$ cat src/rtl/fetch_queue_pkg.sv
// Shared constants and helpers for the fetch front end.
// Holds the reset PC, the NOP encoding and a pointer-width helper.
package fetch_queue_pkg;

  localparam logic [31:0] PC_RESET  = 32'h0000_2000;
  localparam logic [31:0] INSTR_NOP = 32'h0000_0013;

  function automatic int ptr_w(input int n);
    return (n > 1) ? $clog2(n) : 1;
  endfunction

endpackage

$ cat src/rtl/fetch_fifo.sv
// Synchronous FIFO with flush, occupancy count and full/empty flags.
// Ports: clk, i_rst_n, i_flush, i_push/i_wdata, i_pop/o_rdata,
//        o_count, o_full, o_empty.
module fetch_fifo
  import fetch_queue_pkg::*;
#(
  parameter int WIDTH = 32,
  parameter int DEPTH = 4
) (
  input  logic                       clk,
  input  logic                       i_rst_n,
  input  logic                       i_flush,
  input  logic                       i_push,
  input  logic [WIDTH-1:0]           i_wdata,
  input  logic                       i_pop,
  output logic [WIDTH-1:0]           o_rdata,
  output logic [$clog2(DEPTH+1)-1:0] o_count,
  output logic                       o_full,
  output logic                       o_empty
);

  localparam int PW = ptr_w(DEPTH);
  localparam int CW = $clog2(DEPTH + 1);

  logic [WIDTH-1:0] r_mem [DEPTH];
  logic [PW-1:0]    r_wptr;
  logic [PW-1:0]    r_rptr;
  logic [CW-1:0]    r_count;
  logic             w_push;
  logic             w_pop;

  // Pointers wrap explicitly so DEPTH need not be a power of two.
  function automatic logic [PW-1:0] nxt(input logic [PW-1:0] p);
    return (p == PW'(DEPTH - 1)) ? '0 : p + PW'(1);
  endfunction

  assign o_empty = (r_count == '0);
  assign o_full  = (r_count == CW'(DEPTH));
  assign o_count = r_count;
  assign o_rdata = r_mem[r_rptr];

  assign w_pop  = i_pop && !o_empty;
  assign w_push = i_push && (!o_full || w_pop);

  always_ff @(posedge clk) begin
    if (w_push && !i_flush) begin
      r_mem[r_wptr] <= i_wdata;
    end
  end

  always_ff @(posedge clk) begin
    if (!i_rst_n || i_flush) begin
      r_wptr  <= '0;
      r_rptr  <= '0;
      r_count <= '0;
    end else begin
      if (w_push) r_wptr <= nxt(r_wptr);
      if (w_pop)  r_rptr <= nxt(r_rptr);
      unique case ({w_push, w_pop})
        2'b10:   r_count <= r_count + CW'(1);
        2'b01:   r_count <= r_count - CW'(1);
        default: r_count <= r_count;
      endcase
    end
  end

endmodule

$ cat src/rtl/fetch_queue.sv
// Pipelined instruction fetch front end with a decoupling buffer.
// Ports: clk/reset, icache request+response, redirect, out_* to decode, busy.
module fetch_queue
  import fetch_queue_pkg::*;
#(
  parameter int                DEPTH           = 4,
  parameter int                MAX_OUTSTANDING = 2,
  parameter int                ADDR_W          = 32,
  parameter int                INSTR_W         = 32,
  parameter logic [ADDR_W-1:0] RESET_PC        = ADDR_W'(PC_RESET)
) (
  input  logic               clk,
  input  logic               reset,
  output logic [ADDR_W-1:0]  icache_addr,
  output logic               icache_re,
  input  logic               icache_req_ready,
  input  logic               icache_resp_valid,
  input  logic [INSTR_W-1:0] icache_dout,
  input  logic               redirect_valid,
  input  logic [ADDR_W-1:0]  redirect_pc,
  output logic               out_valid,
  input  logic               out_ready,
  output logic [ADDR_W-1:0]  out_pc,
  output logic [INSTR_W-1:0] out_instr,
  output logic               busy
);

  localparam int CW = $clog2(DEPTH + 1);
  localparam int OW = $clog2(MAX_OUTSTANDING + 1);
  localparam int BW = ADDR_W + INSTR_W;

  logic [ADDR_W-1:0] r_fetch_pc;
  logic [OW-1:0]     r_outstanding;
  logic [OW-1:0]     r_drop_cnt;

  logic [OW-1:0]     w_live;
  logic [CW-1:0]     w_count;
  logic [OW-1:0]     w_tag_count;
  logic [ADDR_W-1:0] w_tag_pc;
  logic [BW-1:0]     w_head;
  logic              w_re;
  logic              w_accept;
  logic              w_resp;
  logic              w_drop;
  logic              w_push;
  logic              w_pop;
  logic              w_buf_full;
  logic              w_buf_empty;
  logic              w_tag_full;
  logic              w_tag_empty;

  assign w_live = r_outstanding - r_drop_cnt;

  // Issue only with a buffer slot reserved for every live response.
  assign w_re = reset && !redirect_valid
             && (32'(r_outstanding) < MAX_OUTSTANDING)
             && ((32'(w_count) + 32'(w_live)) < DEPTH);

  assign w_accept = w_re && icache_req_ready;
  assign w_resp   = icache_resp_valid;
  assign w_drop   = redirect_valid || (r_drop_cnt != '0);
  assign w_push   = w_resp && !w_drop;
  assign w_pop    = out_valid && out_ready && !redirect_valid;

  fetch_fifo #(
    .WIDTH (ADDR_W),
    .DEPTH (MAX_OUTSTANDING)
  ) u_tag_q (
    .clk     (clk),
    .i_rst_n (reset),
    .i_flush (1'b0),
    .i_push  (w_accept),
    .i_wdata (r_fetch_pc),
    .i_pop   (w_resp),
    .o_rdata (w_tag_pc),
    .o_count (w_tag_count),
    .o_full  (w_tag_full),
    .o_empty (w_tag_empty)
  );

  fetch_fifo #(
    .WIDTH (BW),
    .DEPTH (DEPTH)
  ) u_buf_q (
    .clk     (clk),
    .i_rst_n (reset),
    .i_flush (redirect_valid),
    .i_push  (w_push),
    .i_wdata ({w_tag_pc, icache_dout}),
    .i_pop   (w_pop),
    .o_rdata (w_head),
    .o_count (w_count),
    .o_full  (w_buf_full),
    .o_empty (w_buf_empty)
  );

  always_ff @(posedge clk) begin
    if (!reset) begin
      r_fetch_pc <= RESET_PC;
    end else if (redirect_valid) begin
      r_fetch_pc <= redirect_pc;
    end else if (w_accept) begin
      r_fetch_pc <= r_fetch_pc + ADDR_W'(4);
    end
  end

  always_ff @(posedge clk) begin
    if (!reset) begin
      r_outstanding <= '0;
    end else begin
      unique case ({w_accept, w_resp})
        2'b10:   r_outstanding <= r_outstanding + OW'(1);
        2'b01:   r_outstanding <= r_outstanding - OW'(1);
        default: r_outstanding <= r_outstanding;
      endcase
    end
  end

  // A response landing in the redirect cycle is itself stale,
  // so only the remainder still in flight is left to drop.
  always_ff @(posedge clk) begin
    if (!reset) begin
      r_drop_cnt <= '0;
    end else if (redirect_valid) begin
      r_drop_cnt <= r_outstanding - OW'(w_resp);
    end else if (w_resp && (r_drop_cnt != '0)) begin
      r_drop_cnt <= r_drop_cnt - OW'(1);
    end
  end

  assign icache_addr = r_fetch_pc;
  assign icache_re   = w_re;
  assign out_valid   = !w_buf_empty;
  assign out_pc      = out_valid ? w_head[BW-1 -: ADDR_W] : '0;
  assign out_instr   = out_valid ? w_head[INSTR_W-1:0] : '0;
  assign busy        = (r_outstanding != '0);

  always_ff @(posedge clk) begin
    if (reset) begin
      assert (!(w_resp && w_tag_empty));
      assert (!(w_push && w_buf_full && !w_pop));
      assert (!(w_accept && w_tag_full && !w_resp));
      assert (32'(w_tag_count) == 32'(r_outstanding));
    end
  end

endmodule

$ cat config.mk
export PLATFORM = sky130hd
export DESIGN_NAME = fetch_queue
export DESIGN_NICKNAME = d
export VERILOG_FILES = /design/src/rtl/fetch_queue_pkg.sv /design/src/rtl/fetch_fifo.sv /design/src/rtl/fetch_queue.sv
export SDC_FILE = /design/constraint.sdc
export NUM_CORES = 1
export LEC_CHECK = 0
export CORE_MARGIN = 4
export CORE_UTILIZATION = 50
export CTS_BUF_LIST = sky130_fd_sc_hd__clkbuf_8
export CTS_CLUSTER_DIAMETER = 150
export DETAILED_ROUTE_END_ITERATION = 8
export GPL_TIMING_DRIVEN = 0
export PLACE_DENSITY_LB_ADDON = 0.2
export SKIP_LAST_GASP = 1
export SLEW_MARGIN = 10
export SYNTH_ARGS = -nofsm -noshare
export SYNTH_HDL_FRONTEND = slang
export SYNTH_SLANG_ARGS = --single-unit
$ cat constraint.sdc
create_clock -name clk -period 5.3 [get_ports clk]
set_input_delay 1.06 -clock clk [delete_from_list [all_inputs] [get_ports clk]]
set_output_delay 1.06 -clock clk [all_outputs]
set_load 0.01 [all_outputs]
==> results of run 1 <==
through the flow:
step | TNS (ns) | utilization [%] | setup slack [ns] | hold slack (ns)
final | 0 | 62.9 | 1.09 | 0.488
after detailed placement | 0 | 59.1 | 1.25 | 0.478
after global placement | -94.09 | 58.6 | -0.390 | 0.469
after floorplan | 0 | - | 1.41 | 0.454
after CTS | 0 | 62.9 | 0.941 | 0.487
after global routing | 0 | 62.9 | 0.789 | 0.512
cell usage after synthesis (4+ instances only):
master and n:
edfxtp_1 320, nand3_1 16, buf_2 9, nor3_1 6
o21ai_0 19, a21oi_1 30, dfxtp_1 50, a31oi_1 14
and2_1 72, a211oi_1 4, ha_1 12, mux2i_1 4
or4_1 4, inv_1 16, xor2_1 9, nand4_1 7
nand2_1 32, mux4_2 64, or3_1 7, mux2_2 34
xnor2_1 9, clkbuf_1 27, and3_1 4, nor2_1 31
o211ai_1 4
flip-flops by register name, indices dropped and copies added, names as in the netlist, 2 cells and up, named ones only:
register,flops
u_buf_q.o_count,3
u_buf_q.r_rptr,2
u_tag_q.o_count,2
u_tag_q.r_mem,64
r_outstanding,2
icache_addr,32
u_buf_q.r_wptr,2
u_buf_q.r_mem,256
r_drop_cnt,2
kinds of logic after synthesis:
family / count (synthesis) / synth area share (%)
AO/OA/AOI/OAI: 87 / 3.58
XOR/XNOR: 18 / 1.07
adder cells (fa/ha/maj): 13 / 1.15
buffers and inverters: 58 / 1.67
flip-flops: 370 / 72.0
multiplexers: 102 / 12.7
AND/OR/NAND/NOR: 201 / 7.86
power groups by stage:
| stage | Combinational [mW] | Sequential [mW] | Clock [mW] |
|---|---|---|---|
| global placement | 0.378 | 3.35 | 0 |
| CTS | 0.393 | 3.28 | 2.34 |
| global route | 0.422 | 3.29 | 2.49 |
| detailed placement | 0.391 | 3.34 | 0 |
| finish | 0.388 | 3.28 | 2.28 |
| floorplan | 0.188 | 3.34 | 0 |
layer usage:
layer | vias up | part of all wire, % | GRT usage (%)
met1 | 4097 | 43 | 26.2
met2 | 272 | 49 | 31.5
met5 | - | 0 | 0
met4 | 0 | 1.5 | 4.18
li1 | 3806 | - | -
met3 | 45 | 6.4 | 4.18
critical path, stage by stage, from the launching register on:
cell and delay [ns]:
dfxtp_1 0.30, clkbuf_1 0.59, buf_2 0.46, mux4_2 0.57, and2_1 0.19, clkdlybuf4s50_1 0.48
how the worst max path moves through the flow:
stage	from	end	depth (start not counted)
2_1_floorplan	r_outstanding[0]$_SDFFE_PN0P_	u_tag_q.r_mem[0][0]$_DFFE_PP_	12
3_3_place_gp	icache_resp_valid	u_buf_q.r_mem[0][35]$_DFFE_PP_	4
3_5_place_dp	redirect_valid	u_buf_q.o_count[2]$_SDFFE_PP0P_	10
4_1_cts	flip-flop	out_pc[20]	5
5_1_grt	flip-flop	out_pc[21]	5
6_report	flip-flop	out_pc[29]	5
layout make-up:
class / count / area (um2) / share of cell area, %
tap: 384 / 480 / 2.65
inverter: 17 / 66.3 / 0.365
timing repair buffer: 173 / 1810 / 9.98
clock buffer: 60 / 826 / 4.55
multi-input combinational: 421 / 3900 / 21.5
sequential: 370 / 10600 / 58.4
buffer: 41 / 180 / 0.992
clock inverter: 44 / 292 / 1.61
==> out/metrics.csv, run 1 <==
metric,value,unit
Post-synth top flop,edfxtp_1,
internal power,4.68,mW
htree depth,2,
sw power,1.28,mW
Tmin final,4.21,ns
Initial Util,51.1,%
Switching Fraction,21.4,%
share of the synthesized area in the top cell type,65.2,%
# clock sinks,370,
post-synthesis cell area,14700,um2
Worst Clk Skew,0.0124,ns
Leak,5.92,nW
max-cap violations,0,
outcome,"finished, final reports clean",
DRC,0,
register area share after synthesis,72.0,%
post-CTS setup buffers,0,
num rows,62,
"most common cell after layout, fill and taps aside",edfxtp_1,
DR vias,8220,
Worst Path Arrival,3.15,ns
YS warnings,0,
Post-Syn Instances,849,
I/O pin total,169,
routed vias/inst,5.44,
hold_sp,u_buf_q.r_rptr[1]$_SDFFE_PP0P_,
Post-synth EDFFs,320,
Syn Area/Cell,17.4,um2
Hold Buf Count CTS,0,
fill count,2159,
Resized Gates After CTS,0,
FF-to-FF path depth,12,
"Design Area, Final",18200,um2
Area Overhead vs Synth,23.3,%
non-filler instance count after layout,1510,
Startpoint Class,flip-flop,
Logic pwr share,6.5,%
Worst Tran Pin Value,0.859,ns
Final ANT Viol Nets,0,
fraction of layout cells with a size suffix above 1,18.5,%
worst-skew pair later-pin latency,0.56,ns
syn nets,932,
"Async S/R FF share, synth",0,%
Clk pwr share,38.3,%
kind of critical path,flip-flop to output pin,
pwr dens,328,nW/um2
Cell variety after synth,56,
Crit. End Element,output pin,
vias in the first global route,8525,
"CTS clk-pin slew, worst paths",0.06,ns
die height,180,um
# setup viols final,0,
maximum number of pins on one net before global-route repair,54,
Core ar.,28900,um2
HP Class,flip-flop to flip-flop,
Final GP Congestion,0.872,
I/O Buffers,168,
VDD IR max,0.190,mV
placed inst area,17000,um2
terminating pin of the worst hold path,u_buf_q.r_rptr[1]$_SDFFE_PP0P_,
Max Fclk,237,MHz
reg2reg setup slack,2.02,ns
Antenna Cells,0,
placed cell count,1406,
pins over their slew limit,0,
Synth Register Bits,370,
initial antenna violation count,0,
Yosys top cell by area,edfxtp_1,
grt ovf,0,
worst reg2reg startpoint,r_outstanding[0]$_SDFFE_PN0P_,
CP Max Fanout,10,
Rel. slew slack,42.7,%
Die Wd,180,um
hold depth,2,
DRT iter0 DRCs,651,
Root Buffer,clkbuf_8,
FF-to-FF End,u_tag_q.r_mem[1][17]$_DFFE_PP_,
Post-Route WL,30700,um
Die ar.,32300,um2
Final HPWL DP,20100,um
NumNets Final,1163,
most frequent cells in the layout,"320 x edfxtp_1, 168 x clkdlybuf4s50_1, 67 x and2_1",
CP required,4.24,ns
RSZ-0062 raised after global routing,no,
final hold vios,0,
first-pass GRT wire length,48300,um
GRT Util Overall,19.0,%
share of total power in sequential cells,55.1,%
crit share post-route,79.5,%
Area contributors post-synth,"edfxtp_1 65%, mux4_2 9.8%, dfxtp_1 6.8%",
clk buf depth,3,
CTS Buf Count,56,
wire per inst,20.4,um
total power,5.95,mW
DRT Pass-1 Iters,5,
CTS tree,yes,
Power figures use the tool's default switching activity.
==> run 2: changes to the inputs <==
- clock period: 5.3 -> 3.8 ns (I/O delays scaled with it)
==> run 2 against run 1 <==
Critical endpoint is now out_pc[30]. Hold slack better by 0.0042 ns. Utilization about the same. Sequential cell count unchanged. Clock skew about the same. Global-route usage down 0.075 points. Clock power up 36%. Largest cell class unchanged. Register-to-register slack worse by 1.4 ns. Critical path depth down 1. Via count up 0.94%. Design area about the same.
==> out/metrics.csv, run 2 (synthesized netlist as in run 1, its figures left out) <==
metric,value,unit
Die Wd,180,um
wire per inst,20.4,um
pins over their slew limit,0,
Final HPWL DP,20400,um
worst-skew pair later-pin latency,0.57,ns
initial antenna violation count,0,
maximum number of pins on one net before global-route repair,54,
"most common cell after layout, fill and taps aside",edfxtp_1,
Critical path destination,out_pc[30],
Final Core Density,62.9,%
I/O Buffers,168,
worst reg2reg startpoint,r_outstanding[0]$_SDFFE_PN0P_,
Max Fclk,274,MHz
max-cap violations,0,
Place WS,0.102,ns
CP required,3.04,ns
RSZ-0062 raised after global routing,no,
total power,8.22,mW
CTS Buf Count,56,
Worst Path Arrival,2.89,ns
Startpoint Class,flip-flop,
fraction of layout cells with a size suffix above 1,18.8,%
fill count,2145,
setup ws final,0.145,ns
htree depth,2,
Top reg by flops,u_buf_q.r_mem,
CTS tree,yes,
Die ar.,32300,um2
pwr dens,453,nW/um2
Worst Tran Pin Value,0.775,ns
crit share post-route,96.2,%
grt ovf,0,
area of the multi-input gates,3900,um2
most frequent cells in the layout,"320 x edfxtp_1, 168 x clkdlybuf4s50_1, 67 x and2_1",
kind of critical path,flip-flop to output pin,
Leak,5.92,nW
number of flip-flops under the largest register name,256,
Root Buffer,clkbuf_8,
Core ar.,28900,um2
Worst Clk Skew,0.0124,ns
final hold vios,0,
DRT iter0 DRCs,712,
FF-to-FF End,u_tag_q.r_mem[0][5]$_DFFE_PP_,
CP Max Fanout,10,
DRC,0,
"CTS clk-pin slew, worst paths",0.06,ns
Area Overhead vs Synth,23.3,%
Tmin final,3.65,ns
# clock sinks,370,
die height,180,um
first-pass GRT wire length,48400,um
vias in the first global route,8607,
GRT Util Overall,18.9,%
Final GP Congestion,0.859,
VDD IR max,0.247,mV
Hold Buf Count CTS,0,
Rel. slew slack,47.9,%
Register Area,10600,um2
placed cell count,1407,
FF-to-FF path depth,13,
Initial Util,51.1,%
routed vias/inst,5.49,
reg2reg setup slack,0.62,ns
I/O pin total,169,
Post-Route WL,30900,um
DR vias,8297,
Final ANT Viol Nets,0,
DRT Pass-1 Iters,5,
clk buf depth,3,
num rows,62,
Crit. End Element,output pin,
HP Class,flip-flop to flip-flop,
non-filler instance count after layout,1510,
NumNets Final,1162,
outcome,"finished, final reports clean",
Antenna Cells,0,
# setup viols final,0,
run 2: cell types whose count changed in the layout (fill, tap and decap cells not counted):
cell	before	now
clkbuf_2	0	3
clkbuf_1	27	22
clkbuf_8	60	59
buf_16	4	5
inv_1	34	32
clkinv_2	10	9
dfxtp_1	50	49
clkinv_1	10	14
clkinvlp_4	1	3
bufinv_16	4	3
dfxtp_2	0	1
run 2: through the flow:
| stage | area (um2) | hold WS [ns] | setup TNS [ns] |
|---|---|---|---|
| floorplan | 14700 | 0.454 | 0 |
| global placement | 16900 | 0.473 | -414.16 |
| detailed placement | 17100 | 0.485 | 0 |
| CTS | 18200 | 0.496 | 0 |
| global route | 18200 | 0.520 | 0 |
| finish | 18200 | 0.492 | 0 |
run 2: worst max-delay path, stage by stage, from the launching register on:
cell,delay [ns]
dfxtp_1,0.70
clkbuf_1,0.54
mux4_2,0.41
and2_1,0.19
clkdlybuf4s50_1,0.48
run 2: layer usage:
metal,track usage (%),part of all wire (%),vias to the layer above
met1,26.0,43,4123
met2,30.9,49,321
li1,-,-,3806
met4,5.49,2.0,0
met3,3.92,6.3,47
met5,0,0,-
run 2: report_power, final:
part	leakage, nW	internal (mW)	switching (mW)
clock network	0.614	1.65	1.45
registers	3.32	4.51	0.0689
logic	1.98	0.277	0.264
run 2: cell type report:
type,instances,share of cell area [%]
Clock buffer,59,4.47
Multi-Input combinational cell,421,21.5
Timing Repair Buffer,174,10.1
Tap cell,384,2.65
Clock inverter,46,1.54
Buffer,39,0.971
Sequential cell,370,58.4
Inverter,17,0.365
run 2: how the worst min path moves through the flow:
stage / end / slack, ns / cells after the start / startpoint
2_1_floorplan: flip-flop / 0.45 / 2 / u_buf_q.r_rptr[1]$_SDFFE_PP0P_
3_3_place_gp: u_buf_q.r_rptr[1]$_SDFFE_PP0P_ / 0.47 / 2 / u_buf_q.r_rptr[1]$_SDFFE_PP0P_
3_5_place_dp: u_buf_q.r_rptr[1]$_SDFFE_PP0P_ / 0.49 / 2 / u_buf_q.r_rptr[1]$_SDFFE_PP0P_
4_1_cts: flip-flop / 0.50 / 2 / u_buf_q.r_rptr[1]$_SDFFE_PP0P_
5_1_grt: u_tag_q.r_mem[0][1]$_DFFE_PP_ / 0.52 / 0 / icache_addr[1]$_SDFFE_PN0P_
6_report: flip-flop / 0.49 / 2 / u_buf_q.r_rptr[1]$_SDFFE_PP0P_
run 2: what timing repair did:
action | CTS | global route
setup buffers | 0 | 0
endpoints found under the setup margin | 60 | 1
pin swaps | 0 | 0
hold endpoints to repair | 0 | 0
resized for setup | 3 | 2
==> run 3: changes to the inputs <==
- SLEW_MARGIN: 10 -> unset
==> run 3 against run 2 <==
Worst setup slack got worse by 0.0062 ns. Critical endpoint is now out_instr[18]. Hold slack worse by 0.0031 ns. Clock-buffer cell count is 2 higher. Utilization fell by 0.29 points. Highest routed layer unchanged. Non-clock buffer count decreased by 1. Largest power group unchanged. Largest cell class unchanged.
==> out/metrics.csv, run 3 (synthesized netlist as in run 1, its figures left out) <==
metric,value,unit
Rel. slew slack,41.6,%
NumNets Final,1163,
Startpoint Class,flip-flop,
I/O Buffers,168,
fill count,2133,
FF-to-FF End,u_tag_q.r_mem[1][30]$_DFFE_PP_,
Worst Clk Skew,0.0249,ns
Final ANT Viol Nets,0,
hold depth,2,
Final HPWL DP,20200,um
Top reg by flops,u_buf_q.r_mem,
max-cap violations,0,
num rows,62,
wire per inst,20.6,um
Die ar.,32300,um2
initial antenna violation count,0,
FF-to-FF path depth,12,
DRT Pass-1 Iters,6,
Max stage delay on crit path,0.73,ns
htree depth,2,
Antenna Cells,0,
kind of critical path,flip-flop to output pin,
hold_sp,u_buf_q.r_rptr[1]$_SDFFE_PP0P_,
Final Hold Slack,0.489,ns
vias in the first global route,8624,
I/O pin total,169,
pwr dens,445,nW/um2
Final GP Congestion,0.859,
DR vias,8310,
pins over their slew limit,0,
Crit. End Element,output pin,
worst-skew pair later-pin latency,0.60,ns
critical path's slowest cell,dfxtp_1,
Root Buffer,clkbuf_8,
CTS Buf Count,58,
DRT iter0 DRCs,544,
crit share post-route,96.3,%
Worst Tran Pin Value,0.877,ns
die height,180,um
maximum number of pins on one net before global-route repair,58,
routed vias/inst,5.51,
Post-Route WL,31000,um
worst reg2reg startpoint,r_outstanding[0]$_SDFFE_PN0P_,
clk buf depth,3,
terminating pin of the worst hold path,u_buf_q.r_rptr[1]$_SDFFE_PP0P_,
final hold vios,0,
DRC,0,
VDD IR max,0.233,mV
Initial Util,51.1,%
Area Overhead vs Synth,22.7,%
Leak,5.90,nW
number of flip-flops under the largest register name,256,
HP Class,flip-flop to flip-flop,
Core ar.,28900,um2
fraction of layout cells with a size suffix above 1,18.3,%
CTS tree,yes,
Hold Buf Count CTS,0,
reg2reg setup slack,0.43,ns
# setup viols final,0,
CP Max Fanout,10,
CP required,3.04,ns
grt ovf,0,
setup ws final,0.139,ns
"most common cell after layout, fill and taps aside",edfxtp_1,
first-pass GRT wire length,48400,um
GRT Util Overall,18.9,%
CP Cell Sequence,buf_1 -> mux4_2 -> and2_1 -> clkdlybuf4s50_1,
Die Wd,180,um
outcome,"finished, final reports clean",
# clock sinks,370,
most frequent cells in the layout,"320 x edfxtp_1, 168 x clkdlybuf4s50_1, 67 x and2_1",
Tmin final,3.66,ns
Max Fclk,273,MHz
RSZ-0062 raised after global routing,yes,
Worst Path Arrival,2.90,ns
post-CTS setup buffers,0,
Place WS,0.105,ns
"CTS clk-pin slew, worst paths",0.06,ns
## run 3: cell count changes in the layout (fill, tap and decap cells not counted)
cell and delta:
bufinv_16 -3, buf_12 -1, clkinv_1 -1, buf_1 +1
clkbuf_2 +2, inv_1 +8, clkinv_2 -6, clkbuf_8 +2
clkbuf_1 -3
## run 3: worst max-delay path by stage
stage | from | to | slack (ns) | depth (start not counted)
after global placement | icache_resp_valid | u_buf_q.r_mem[1][35]$_DFFE_PP_ | -1.54 | 4
final | flip-flop | out_instr[18] | 0.14 | 4
after CTS | flip-flop | out_pc[2] | 0.05 | 4
after detailed placement | redirect_valid | u_buf_q.o_count[2]$_SDFFE_PP0P_ | 0.11 | 10
after floorplan | r_outstanding[0]$_SDFFE_PN0P_ | u_tag_q.r_mem[0][0]$_DFFE_PP_ | 0.51 | 12
after global routing | flip-flop | out_instr[1] | -0.001 | 4
## run 3: critical path, delay by kind of cell (launching register included)
kind / cells / cell delay, ns
buf+inv: 2 / 1.00
simple gates: 1 / 0.17
mux: 1 / 0.41
flops: 1 / 0.73
## run 3: layout make-up
class,count,area [um2],area share [%]
plain buffers,39,179,0.990
clock buffers,61,840,4.64
clock inverters,44,185,1.02
inverters,17,66.3,0.367
multi-input cells,421,3900,21.6
flip-flops and latches,370,10600,58.7
well taps,384,480,2.66
repair buffers,173,1820,10.1
## run 3: repair_timing
| action | in CTS | in global routing |
|---|---|---|
| resized for setup | 3 | 7 |
| endpoints found under the setup margin | 60 | 14 |
| cloned | 0 | 0 |
## run 3: per-stage QoR
step,TNS [ns],total power [mW],cells,utilization (%),cell area [um2]
final,0,8.05,1509,62.6,18100
after global routing,-0.00148,8.37,1509,62.6,18100
after CTS,0,8.14,1509,62.6,18100
after detailed placement,0,5.21,1406,59.1,17100
after global placement,-414.16,5.19,1401,58.6,16900
after floorplan,0,4.91,849,-,14700
## run 3: layer usage
metal  vias up  part of all wire [%]  global-route usage [%]
li1       3808                     -                       -
met1      4125                    42                    25.5
met2       325                    49                    31.3
met3        52                   7.2                    4.26
met4         0                   2.1                    5.33
met5         -                     0                       0
## run 3: where the power goes
part / switching, mW / internal (mW)
logic: 0.265 / 0.278
clock network: 1.45 / 1.48
registers: 0.0685 / 4.51
